<file path="config.mk">
export PLATFORM = sky130hd
export DESIGN_NAME = givens_sequencer_flat
export DESIGN_NICKNAME = d
export VERILOG_FILES = /design/src/rtl/cordic_pkg.sv /design/src/rtl/givens_sequencer_if.sv /design/src/rtl/givens_dir_store.sv /design/src/rtl/givens_sequencer.sv /design/src/flat_wrapper.sv
export SDC_FILE = /design/constraint.sdc
export NUM_CORES = 1
export LEC_CHECK = 0
export BUFFER_PORTS_ARGS = -buffer_cell sky130_fd_sc_hd__buf_2
export CORE_MARGIN = 5
export CORE_UTILIZATION = 45
export CTS_CLUSTER_SIZE = 30
export DETAILED_ROUTE_END_ITERATION = 16
export PLACE_DENSITY = 0.75
export SETUP_SLACK_MARGIN = 0.05
export SLEW_MARGIN = 25
export SYNTH_ARGS = -nofsm -noshare
export SYNTH_HDL_FRONTEND = slang
export SYNTH_SLANG_ARGS = --single-unit
export TNS_END_PERCENT = 100
</file>
<file path="constraint.sdc">
create_clock -name clk -period 1.9 [get_ports clk]
set_input_delay 0.095 -clock clk [delete_from_list [all_inputs] [get_ports clk]]
set_output_delay 0.095 -clock clk [all_outputs]
set_load 0.01 [all_outputs]
</file>
<file path="src/rtl/cordic_pkg.sv">
// Shared constants and controller state encoding for the Givens-rotation
// CORDIC sequencer and its direction-bit store.
package cordic_pkg;

  localparam int BITWIDTH   = 18;
  localparam int CORDIC_NUM = 14;
  localparam int CNT_W      = 4;

  localparam logic VECTOR = 1'b0;
  localparam logic ROTATE = 1'b1;

  typedef enum logic [2:0] {
    IDLE,
    LAUNCH,
    RUN,
    WAIT_FIN,
    OUT
  } seq_state_e;

endpackage

</file>
<file path="src/rtl/givens_sequencer_if.sv">
// Upstream pair stream and downstream result stream of the Givens sequencer.
// The sequencer sits on the slave side; the producer/consumer on the master side.
interface givens_sequencer_if;
  import cordic_pkg::*;

  logic                  in_valid;
  logic                  in_ready;
  logic [BITWIDTH-1:0]   in_x;
  logic [BITWIDTH-1:0]   in_y;
  logic                  in_last;

  logic                  out_valid;
  logic                  out_ready;
  logic [BITWIDTH-1:0]   out_x;
  logic [BITWIDTH-1:0]   out_y;
  logic                  out_vec;
  logic                  out_last;
  logic [CORDIC_NUM-1:0] out_dir;

  modport master (
    output in_valid, in_x, in_y, in_last, out_ready,
    input  in_ready, out_valid, out_x, out_y, out_vec, out_last, out_dir
  );

  modport slave (
    input  in_valid, in_x, in_y, in_last, out_ready,
    output in_ready, out_valid, out_x, out_y, out_vec, out_last, out_dir
  );

endinterface

</file>
<file path="src/rtl/givens_dir_store.sv">
// Per-job CORDIC direction bits: captured one per iteration on a vectoring run,
// replayed in the same iteration order on rotate runs.
module givens_dir_store #(
  parameter int CORDIC_NUM = cordic_pkg::CORDIC_NUM,
  parameter int CNT_W      = cordic_pkg::CNT_W
) (
  input  logic                  clk,
  input  logic                  rst_n,
  input  logic                  run_i,
  input  logic                  mode_i,
  input  logic [CNT_W-1:0]      idx_i,
  input  logic                  d_i,
  output logic [CORDIC_NUM-1:0] dir_o,
  output logic                  d_o
);
  import cordic_pkg::*;

  logic [CORDIC_NUM-1:0] dir_q;
  logic [CORDIC_NUM-1:0] dir_d;
  logic                  rd_bit;

  // Only vectoring runs may overwrite the stored bits; rotate runs just read them.
  always_comb begin
    dir_d  = dir_q;
    rd_bit = 1'b0;
    for (int i = 0; i < CORDIC_NUM; i++) begin
      if (idx_i == CNT_W'(i)) begin
        rd_bit = dir_q[i];
        if (run_i && (mode_i == VECTOR)) begin
          dir_d[i] = d_i;
        end
      end
    end
  end

  always_ff @(posedge clk or negedge rst_n) begin
    if (!rst_n) begin
      dir_q <= '0;
    end else begin
      dir_q <= dir_d;
    end
  end

  assign d_o   = run_i && (mode_i == ROTATE) && rd_bit;
  assign dir_o = dir_q;

endmodule

</file>
<file path="src/rtl/givens_sequencer.sv">
// Sequences one shared CORDIC engine for Givens-rotation jobs: the first pair of
// a job vectors and records direction bits, later pairs rotate by replaying them.
module givens_sequencer #(
  parameter int BITWIDTH   = cordic_pkg::BITWIDTH,
  parameter int CORDIC_NUM = cordic_pkg::CORDIC_NUM,
  parameter int CNT_W      = cordic_pkg::CNT_W
) (
  input  logic                clk,
  input  logic                rst_n,
  givens_sequencer_if.slave   s_if,
  output logic                busy,
  output logic                cor_start_o,
  output logic                cor_mode_o,
  output logic [BITWIDTH-1:0] cor_x_o,
  output logic [BITWIDTH-1:0] cor_y_o,
  output logic                cor_d_o,
  input  logic [BITWIDTH-1:0] cor_x_i,
  input  logic [BITWIDTH-1:0] cor_y_i,
  input  logic                cor_d_i,
  input  logic                cor_finish_i
);
  import cordic_pkg::*;

  seq_state_e            state_q, state_d;
  logic [BITWIDTH-1:0]   x_q, x_d;
  logic [BITWIDTH-1:0]   y_q, y_d;
  logic                  last_q, last_d;
  logic                  mode_q, mode_d;
  logic                  job_open_q, job_open_d;
  logic [CNT_W-1:0]      cnt_q, cnt_d;
  logic [BITWIDTH-1:0]   out_x_q, out_x_d;
  logic [BITWIDTH-1:0]   out_y_q, out_y_d;
  logic                  out_vec_q, out_vec_d;
  logic                  out_last_q, out_last_d;
  logic                  run;
  logic [CORDIC_NUM-1:0] dir;

  always_ff @(posedge clk or negedge rst_n) begin
    if (!rst_n) begin
      state_q    <= IDLE;
      x_q        <= '0;
      y_q        <= '0;
      last_q     <= 1'b0;
      mode_q     <= VECTOR;
      job_open_q <= 1'b0;
      cnt_q      <= '0;
      out_x_q    <= '0;
      out_y_q    <= '0;
      out_vec_q  <= 1'b0;
      out_last_q <= 1'b0;
    end else begin
      state_q    <= state_d;
      x_q        <= x_d;
      y_q        <= y_d;
      last_q     <= last_d;
      mode_q     <= mode_d;
      job_open_q <= job_open_d;
      cnt_q      <= cnt_d;
      out_x_q    <= out_x_d;
      out_y_q    <= out_y_d;
      out_vec_q  <= out_vec_d;
      out_last_q <= out_last_d;
    end
  end

  // A job stays open from its vectoring pair until a pair flagged last is
  // handed downstream; while open, every new pair rotates.
  always_comb begin
    state_d    = state_q;
    x_d        = x_q;
    y_d        = y_q;
    last_d     = last_q;
    mode_d     = mode_q;
    job_open_d = job_open_q;
    cnt_d      = cnt_q;
    out_x_d    = out_x_q;
    out_y_d    = out_y_q;
    out_vec_d  = out_vec_q;
    out_last_d = out_last_q;

    case (state_q)
      IDLE: begin
        if (s_if.in_valid) begin
          x_d     = s_if.in_x;
          y_d     = s_if.in_y;
          last_d  = s_if.in_last;
          mode_d  = job_open_q ? ROTATE : VECTOR;
          state_d = LAUNCH;
        end
      end
      LAUNCH: begin
        cnt_d   = '0;
        state_d = RUN;
      end
      RUN: begin
        if (cnt_q == CNT_W'(CORDIC_NUM - 1)) begin
          state_d = WAIT_FIN;
        end else begin
          cnt_d = cnt_q + CNT_W'(1);
        end
      end
      WAIT_FIN: begin
        if (cor_finish_i) begin
          out_x_d    = cor_x_i;
          out_y_d    = cor_y_i;
          out_vec_d  = (mode_q == VECTOR);
          out_last_d = last_q;
          state_d    = OUT;
        end
      end
      OUT: begin
        if (s_if.out_ready) begin
          job_open_d = !out_last_q;
          state_d    = IDLE;
        end
      end
      default: begin
        state_d = IDLE;
      end
    endcase
  end

  assign run = (state_q == RUN);

  givens_dir_store #(
    .CORDIC_NUM (CORDIC_NUM),
    .CNT_W      (CNT_W)
  ) u_dir_store (
    .clk    (clk),
    .rst_n  (rst_n),
    .run_i  (run),
    .mode_i (mode_q),
    .idx_i  (cnt_q),
    .d_i    (cor_d_i),
    .dir_o  (dir),
    .d_o    (cor_d_o)
  );

  assign s_if.in_ready  = (state_q == IDLE);
  assign s_if.out_valid = (state_q == OUT);
  assign s_if.out_x     = out_x_q;
  assign s_if.out_y     = out_y_q;
  assign s_if.out_vec   = out_vec_q;
  assign s_if.out_last  = out_last_q;
  assign s_if.out_dir   = dir;

  assign busy        = (state_q != IDLE);
  assign cor_start_o = (state_q == LAUNCH);
  assign cor_mode_o  = mode_q;
  assign cor_x_o     = x_q;
  assign cor_y_o     = y_q;

endmodule

</file>
<file path="src/flat_wrapper.sv">
// flat-port wrapper written by rule: the top's interface ports become plain ports
module givens_sequencer_flat import cordic_pkg::*;
#(
  parameter int BITWIDTH   = cordic_pkg::BITWIDTH,
  parameter int CORDIC_NUM = cordic_pkg::CORDIC_NUM,
  parameter int CNT_W      = cordic_pkg::CNT_W
)
  (clk, rst_n, busy, cor_start_o, cor_mode_o, cor_x_o, cor_y_o, cor_d_o, cor_x_i, cor_y_i, cor_d_i, cor_finish_i, s_if_in_valid, s_if_in_x, s_if_in_y, s_if_in_last, s_if_out_ready, s_if_in_ready, s_if_out_valid, s_if_out_x, s_if_out_y, s_if_out_vec, s_if_out_last, s_if_out_dir);
  givens_sequencer_if s_if_i ();
  input  logic clk;
  input  logic rst_n;
  output logic busy;
  output logic cor_start_o;
  output logic cor_mode_o;
  output logic [BITWIDTH-1:0] cor_x_o;
  output logic [BITWIDTH-1:0] cor_y_o;
  output logic cor_d_o;
  input  logic [BITWIDTH-1:0] cor_x_i;
  input  logic [BITWIDTH-1:0] cor_y_i;
  input  logic cor_d_i;
  input  logic cor_finish_i;
  input wire logic [$bits(s_if_i.in_valid)-1:0] s_if_in_valid;
  input wire logic [$bits(s_if_i.in_x)-1:0] s_if_in_x;
  input wire logic [$bits(s_if_i.in_y)-1:0] s_if_in_y;
  input wire logic [$bits(s_if_i.in_last)-1:0] s_if_in_last;
  input wire logic [$bits(s_if_i.out_ready)-1:0] s_if_out_ready;
  output wire logic [$bits(s_if_i.in_ready)-1:0] s_if_in_ready;
  output wire logic [$bits(s_if_i.out_valid)-1:0] s_if_out_valid;
  output wire logic [$bits(s_if_i.out_x)-1:0] s_if_out_x;
  output wire logic [$bits(s_if_i.out_y)-1:0] s_if_out_y;
  output wire logic [$bits(s_if_i.out_vec)-1:0] s_if_out_vec;
  output wire logic [$bits(s_if_i.out_last)-1:0] s_if_out_last;
  output wire logic [$bits(s_if_i.out_dir)-1:0] s_if_out_dir;
  assign s_if_i.in_valid = s_if_in_valid;
  assign s_if_i.in_x = s_if_in_x;
  assign s_if_i.in_y = s_if_in_y;
  assign s_if_i.in_last = s_if_in_last;
  assign s_if_i.out_ready = s_if_out_ready;
  assign s_if_in_ready = s_if_i.in_ready;
  assign s_if_out_valid = s_if_i.out_valid;
  assign s_if_out_x = s_if_i.out_x;
  assign s_if_out_y = s_if_i.out_y;
  assign s_if_out_vec = s_if_i.out_vec;
  assign s_if_out_last = s_if_i.out_last;
  assign s_if_out_dir = s_if_i.out_dir;
  givens_sequencer #(.BITWIDTH(BITWIDTH), .CORDIC_NUM(CORDIC_NUM), .CNT_W(CNT_W)) u_core (.clk(clk), .rst_n(rst_n), .s_if(s_if_i), .busy(busy), .cor_start_o(cor_start_o), .cor_mode_o(cor_mode_o), .cor_x_o(cor_x_o), .cor_y_o(cor_y_o), .cor_d_o(cor_d_o), .cor_x_i(cor_x_i), .cor_y_i(cor_y_i), .cor_d_i(cor_d_i), .cor_finish_i(cor_finish_i));
endmodule
</file>
==> flow_summary.json, run 1 <==
{
  "io_buffers": 172,
  "synthFlopType": "dfrtp_1",
  "worst_skew_pair.late_latency_ps": 370,
  "drt_iter0_drc": 64,
  "finalSetupViolCount": 1,
  "synth_seq_cells": 98,
  "dp_slack_ps": 58.0,
  "synth-edff-count": 0,
  "antenna_found_initial": 0,
  "pin_count": 173,
  "wl_per_cell_um": 17.0,
  "track_usage_pct": 20.3,
  "core_um2": 9200,
  "skew_ps": 16.0,
  "clk_path_buf_depth": 2,
  "syn_area_um2": 4210,
  "layout_common_cells": "buf_2, dfrtp_1, dlygate4sd3_1",
  "postRouteAntennaNets": 0,
  "hp-class": "in -> reg",
  "report.power.total_w": 0.00926,
  "hold_viol": 0,
  "viasPerCell": 4.95,
  "startpoint": "u_core.cnt_q[0]",
  "rsz0062_at_grt": "yes",
  "initial_utilization_pct": 45.8,
  "die_area_um2": 11400,
  "final_layout_size_suffix_gt1_share_pct": 55.3,
  "irDropWorstVdd_mv": 0.685,
  "gp_congestion": 0.842,
  "holdCritStartpoint": "cor_finish_i",
  "drtPass1Iterations": 4,
  "final_area_um2": 6250,
  "cts-root-buf": "clkbuf_8",
  "diodes": 0,
  "fillers": 657,
  "startpoint_type": "register",
  "syn-num-nets": 381,
  "die_w_um": 107,
  "overflow": 0,
  "fin_tns_setup_ps": -237,
  "yosys.area.top_type_share_pct": 58.2,
  "finalCriticalPeriod_ps": 2140,
  "clkTransAtPathRegs_ps": 90,
  "worstPathRequired_ps": 1800,
  "clock.fmax_mhz": 468,
  "max_cap_viol_count": 0,
  "place_area_um2": 5210,
  "routed_wl_um": 11400,
  "timing.rr.start": "u_core.state_q[2]",
  "endpoint_kind": "primary output",
  "row_count": 35,
  "yosys.area.top_type": "dfrtp_1",
  "p_per_area_nw_per_um2": 1480,
  "grt_start_max_net_pins": 43,
  "utilization_pct": 67.9,
  "drc": 0,
  "setup_ws_ps": -237,
  "num_vias": 3326,
  "layout.nets": 639,
  "maxSlewHeadroom_pct": 72.1,
  "failed_checks": "setup timing",
  "p_leak_nw": 2.98,
  "drv_slew": 0,
  "dp_hpwl_um": 7180,
  "syn_inst": 298,
  "grt_pass1_vias": 3761,
  "worst_ep_arrival_time_ps": 2040,
  "die_y_um": 107,
  "synthTopCellsByArea": "dfrtp_1, mux2_2, mux2_4",
  "cts_made_buffers": 9,
  "critPathKind": "reg -> out",
  "yosys_warnings": 0,
  "final_common_cell": "buf_2",
  "grt_pass1_wl_um": 18400,
  "tightest_slew_ps": 417,
  "syn2layout_area_growth_pct": 48.3,
  "period_share_pct": 112,
  "cts_tree": "yes",
  "syn_avg_cell_area_um2": 14.1,
  "yosysSeqAreaShare_pct": 58.2,
  "status": "finished, violations left",
  "clock-sinks": 98,
  "crit_path_max_fanout": 6,
  "htreeDepth": 3,
  "async_flop_share_pct": 100,
  "yosysUniqueCellTypes": 37
}
[worst paths after layout]
kind                       depth (start not counted)  slack, ps            endpoint
min reg2reg                                        1        470   u_core.job_open_q
min in group asynchronous                          2        210  u_core.cor_x_o[12]
max                                                6       -240             cor_d_o
min                                                3         90   u_core.state_q[1]
max reg2reg                                        5        120  u_core.cor_y_o[15]
max in group asynchronous                          3        980   u_core.cor_y_o[3]
[cell families after synthesis]
group / count (synthesis) / share of synthesized area (%)
compound gates: 20 / 2.94
xor+xnor: 2 / 0.416
fa+ha+maj: 4 / 1.19
buf+inv: 22 / 3.50
flops: 98 / 58.2
mux: 90 / 25.8
simple gates: 62 / 7.96
[timing repair]
action / CTS / global route
gates cloned: 0 / 0
gates resized for setup: 7 / 19
hold endpoints to repair: 104 / 0
endpoints found under the setup margin: 1 / 6
buffers inserted: 1 / 3
hold buffers: 75 / 0
pin swaps: 4 / 6
[synthesized netlist by cell type (2+ instances only)]
| library cell | instances |
|---|---|
| o2111ai_1 | 2 |
| ha_1 | 4 |
| buf_12 | 3 |
| nand2_1 | 24 |
| nor3b_1 | 3 |
| a211oi_1 | 3 |
| dfrtp_1 | 98 |
| nor2b_1 | 8 |
| and3_1 | 2 |
| nor2_1 | 4 |
| buf_2 | 4 |
| and2_1 | 4 |
| mux2_4 | 20 |
| clkbuf_1 | 4 |
| o21ai_0 | 9 |
| mux2_2 | 69 |
| inv_1 | 7 |
| a21oi_1 | 3 |
| xor2_1 | 2 |
| nand3_1 | 8 |
[critical path, stage by stage, from the launching register on]
cell	delay, ps
dfrtp_2	460
ha_2	200
or3_4	340
a211oi_2	170
o2111ai_1	140
a31oi_1	210
buf_2	160
[metal layers]
metal | global-route usage, % | wire [µm]
met4 | 9.13 | 392
met2 | 36.7 | 6120
met1 | 22.7 | 4240
met3 | 4.70 | 680
met5 | 0 | 0
[state kept, by name (all words and copies together) (netlist names)]
name	count
u_core.cnt_q	4
u_core.cor_mode_o	1
u_core.cor_x_o	18
u_core.cor_y_o	18
u_core.job_open_q	1
u_core.last_q	1
u_core.s_if.out_last	1
u_core.s_if.out_vec	1
u_core.s_if.out_x	18
u_core.s_if.out_y	18
u_core.state_q	3
u_core.u_dir_store.dir_o	14
[cell type report]
type	instances	area, µm²	share of cell area [%]
Sequential cell	98	2450	39.3
Tap cell	111	139	2.22
Inverter	8	30.0	0.481
Timing Repair Buffer	261	1770	28.4
Multi-Input combinational cell	178	1680	26.8
Clock inverter	6	50.0	0.801
Clock buffer	10	128	2.04
[power by group]
part           internal (W)  switching, W  total (W)
Clock              0.000490      0.000767    0.00126
Sequential          0.00307      0.000647    0.00372
Combinational       0.00232       0.00196    0.00428
Total               0.00589       0.00337    0.00926
[through the flow]
step                      instances  hold WS [ps]
after CTS                       669          74.3
after detailed placement        577          62.5
after global placement          577          53.6
after global routing            672          76.1
final                           672          88.0
after floorplan                 298          -201
(Power assumes the default switching activity.)
==> run 2: changes to the inputs <==
--- a/config.mk
+++ b/config.mk
@@ -5,12 +5,13 @@
 export SDC_FILE = /design/constraint.sdc
 export NUM_CORES = 1
 export LEC_CHECK = 0
+export ABC_AREA = 1
 export BUFFER_PORTS_ARGS = -buffer_cell sky130_fd_sc_hd__buf_2
 export CORE_MARGIN = 5
 export CORE_UTILIZATION = 45
 export CTS_CLUSTER_SIZE = 30
 export DETAILED_ROUTE_END_ITERATION = 16
-export PLACE_DENSITY = 0.75
+export PLACE_DENSITY = 0.76
 export SETUP_SLACK_MARGIN = 0.05
 export SLEW_MARGIN = 25
 export SYNTH_ARGS = -nofsm -noshare
==> run 2 against run 1 <==
The run still ends with setup timing left. Combinational power shrank 4%. Setup slack lost 68 ps. Critical path depth grew 14. Cell area shrank 1.3%. Non-clock buffer count shrank 5. Clock power is essentially flat. Register-to-register slack gained 70 ps. Sequential cell count is the same. Critical endpoint unchanged.
==> flow_summary.json, run 2 <==
{
  "yosysMostFrequentCell": "dfrtp_1",
  "grt_start_max_net_pins": 55,
  "synth_xor_area_share_pct": 0,
  "worst_ep_arrival_time_ps": 2110,
  "worstPathRequired_ps": 1800,
  "io_buffers": 172,
  "dp_hpwl_um": 7430,
  "irDropWorstVdd_mv": 0.726,
  "initial_utilization_pct": 45.7,
  "finalCriticalPeriod_ps": 2210,
  "clkTransAtPathRegs_ps": 90,
  "yosysUniqueCellTypes": 29,
  "drt_iter0_drc": 93,
  "gp_congestion": 0.827,
  "layout.nets": 683,
  "routed_wl_um": 11000,
  "synth-edff-count": 0,
  "num_vias": 3464,
  "final_common_cell": "buf_2",
  "syn_inst": 344,
  "pin_count": 173,
  "synth_common_cells": "dfrtp_1, mux2_2, nand2_1",
  "syn_area_um2": 4160,
  "syn-num-nets": 427,
  "drtPass1Iterations": 4,
  "drv_slew": 0,
  "crit_path_max_fanout": 5,
  "layout_common_cells": "buf_2, dfrtp_1, dlygate4sd3_1",
  "max_cap_viol_count": 0,
  "grt_pass1_wl_um": 18400,
  "p_seq_share_pct": 40.5,
  "rsz0062_at_grt": "yes",
  "synthAdderAreaFrac_pct": 1.20,
  "failed_checks": "setup timing",
  "worst_skew_pair.late_latency_ps": 360,
  "viasPerCell": 4.84,
  "critPathMaxStageDelay_ps": 450,
  "syn_avg_cell_area_um2": 12.1,
  "dp_slack_ps": 20.5,
  "yosys.area.top_type": "dfrtp_1",
  "die_w_um": 106,
  "synthFlopType": "dfrtp_1",
  "period_share_pct": 116,
  "cts_made_buffers": 9,
  "yosys.area.top_type_share_pct": 58.9,
  "skew_ps": 12.1,
  "yosysSeqAreaShare_pct": 58.9,
  "antenna_found_initial": 1,
  "startpoint_type": "register",
  "overflow": 0,
  "synthTopCellsByArea": "dfrtp_1, mux2_2, nand2_1",
  "final_layout_size_suffix_gt1_share_pct": 47.4,
  "cts-root-buf": "clkbuf_8",
  "cts_tree": "yes",
  "clock.fmax_mhz": 453,
  "synth_compound_gate_area_share_pct": 4.09,
  "synth_top_family_by_area": "multiplexers",
  "maxSlewHeadroom_pct": 60.2,
  "die_y_um": 106,
  "track_usage_pct": 20.5,
  "p_per_area_nw_per_um2": 1450,
  "drc": 0,
  "p_int_w": 0.00558,
  "status": "finished, violations left",
  "cpMostUsedCell": "nand2_1",
  "p_sw_w": 0.00339,
  "yosys_warnings": 0,
  "switching_share_pct": 37.8,
  "p_leak_nw": 2.98,
  "syn2layout_area_growth_pct": 48.1,
  "hold_viol": 0,
  "core_um2": 9110,
  "postRouteAntennaNets": 0,
  "slowest_stage": "dfrtp_2",
  "pwr-share-comb_pct": 45.7,
  "synth_seq_cells": 98,
  "clk_path_buf_depth": 2,
  "path_cells": "inv_2 > ha_4 > nor2_1 > nand3_1 > nand3_1 > nand2_1 > nand2_1 > nand2_1 > nand2_1 > nand2_1 > nand2_1 > nand2_1 > nand2_1 > nand2_1 > nand2_1 > nand2_1 > nand3_1 > nand2_1 > inv_1 > buf_2",
  "row_count": 35,
  "tightest_slew_ps": 592,
  "finalSetupViolCount": 1,
  "wl_per_cell_um": 15.4,
  "p_clk_share_pct": 13.8,
  "muxShareOfSynthArea_pct": 20.0,
  "setup_ws_ps": -305,
  "async_flop_share_pct": 100,
  "grt_pass1_vias": 3794,
  "die_area_um2": 11300,
  "clock-sinks": 98,
  "htreeDepth": 3,
  "yosys.area_share.simple_pct": 11.1,
  "endpoint_kind": "primary output",
  "critPathKind": "reg -> out",
  "hp-class": "in -> reg",
  "holdWs_ps": 29.0
}
[run 2: cell count changes after synthesis, moves of 5 or more]
cell,previous run,this run
a21oi_1,3,9
mux2_1,0,10
mux2_2,69,64
nor2b_1,8,0
mux2_4,20,0
inv_1,7,30
nand2_1,24,40
nor2_1,4,27
o21ai_0,9,15
[run 2: final cells by class]
class / count / area [µm²]
antenna: 1 / 2.50
clock buffer: 10 / 138
clock inverter: 5 / 40.0
fill: 705 / 2940
inverter: 32 / 125
multi-input combinational: 203 / 1570
sequential: 98 / 2460
tap: 111 / 139
timing repair buffer: 256 / 1700
[run 2: through the flow]
stage          setup TNS [ps]  total power, W  instances  cell area (µm²)  utilization, %
2_1_floorplan               0         0.00594        344             4160               -
3_3_place_gp                0         0.00734        624             5170            56.7
3_5_place_dp                0         0.00750        624             5170            56.7
4_1_cts                  -324         0.00898        715             6150            67.5
5_1_grt                  -541         0.00968        716             6160            67.7
6_report                 -305         0.00896        716             6160            67.7
[run 2: cells by family after synthesis]
| logic type | count (synthesis) |
|---|---|
| DFF | 98 |
| and+or+nand+nor | 95 |
| muxes | 74 |
| buffers and inverters | 43 |
| AOI/OAI and AO/OA | 30 |
| adders and majority gates | 4 |
[run 2: power by group through the flow]
stage	Combinational [W]	Clock (W)	Sequential [W]
final	0.00409	0.00124	0.00363
after global routing	0.00451	0.00138	0.00379
after CTS	0.00408	0.00129	0.00362
after detailed placement	0.00387	0	0.00364
after global placement	0.00375	0	0.00359
after floorplan	0.00193	0	0.00401
[run 2: final timing paths]
kind | from | endpoint | slack, ps | cells past startpoint
min | s_if_out_ready | u_core.job_open_q | 30 | 3
max reg2reg | u_core.cnt_q[1] | u_core.state_q[1] | 190 | 9
min in group asynchronous | rst_n | u_core.u_dir_store.dir_o[12] | 270 | 2
min reg2reg | u_core.s_if.out_last | u_core.job_open_q | 500 | 1
max | u_core.cnt_q[1] | cor_d_o | -310 | 20
max in group asynchronous | rst_n | u_core.cnt_q[0] | 960 | 3
[run 2: critical path: cells and delay by family, from the launching register on]
family / cells / cell delay (ps)
adders and majority gates: 1 / 160
DFF: 1 / 450
buffers and inverters: 3 / 260
and+or+nand+nor: 16 / 860
[run 2: what timing repair did]
action / CTS / global route
buffers inserted: 2 / 0
hold buffers: 74 / 0
resized for setup: 12 / 8
hold endpoints to repair: 117 / 0
pin swaps: 2 / 4
setup endpoints to repair: 1 / 10
[run 2: routing by layer]
layer	vias up	global-route usage [%]	share of wire, %
li1	1657	-	-
met1	1653	24.0	38
met2	133	35.5	51
met3	21	6.31	7.9
met4	0	7.49	2.5
met5	-	0	0
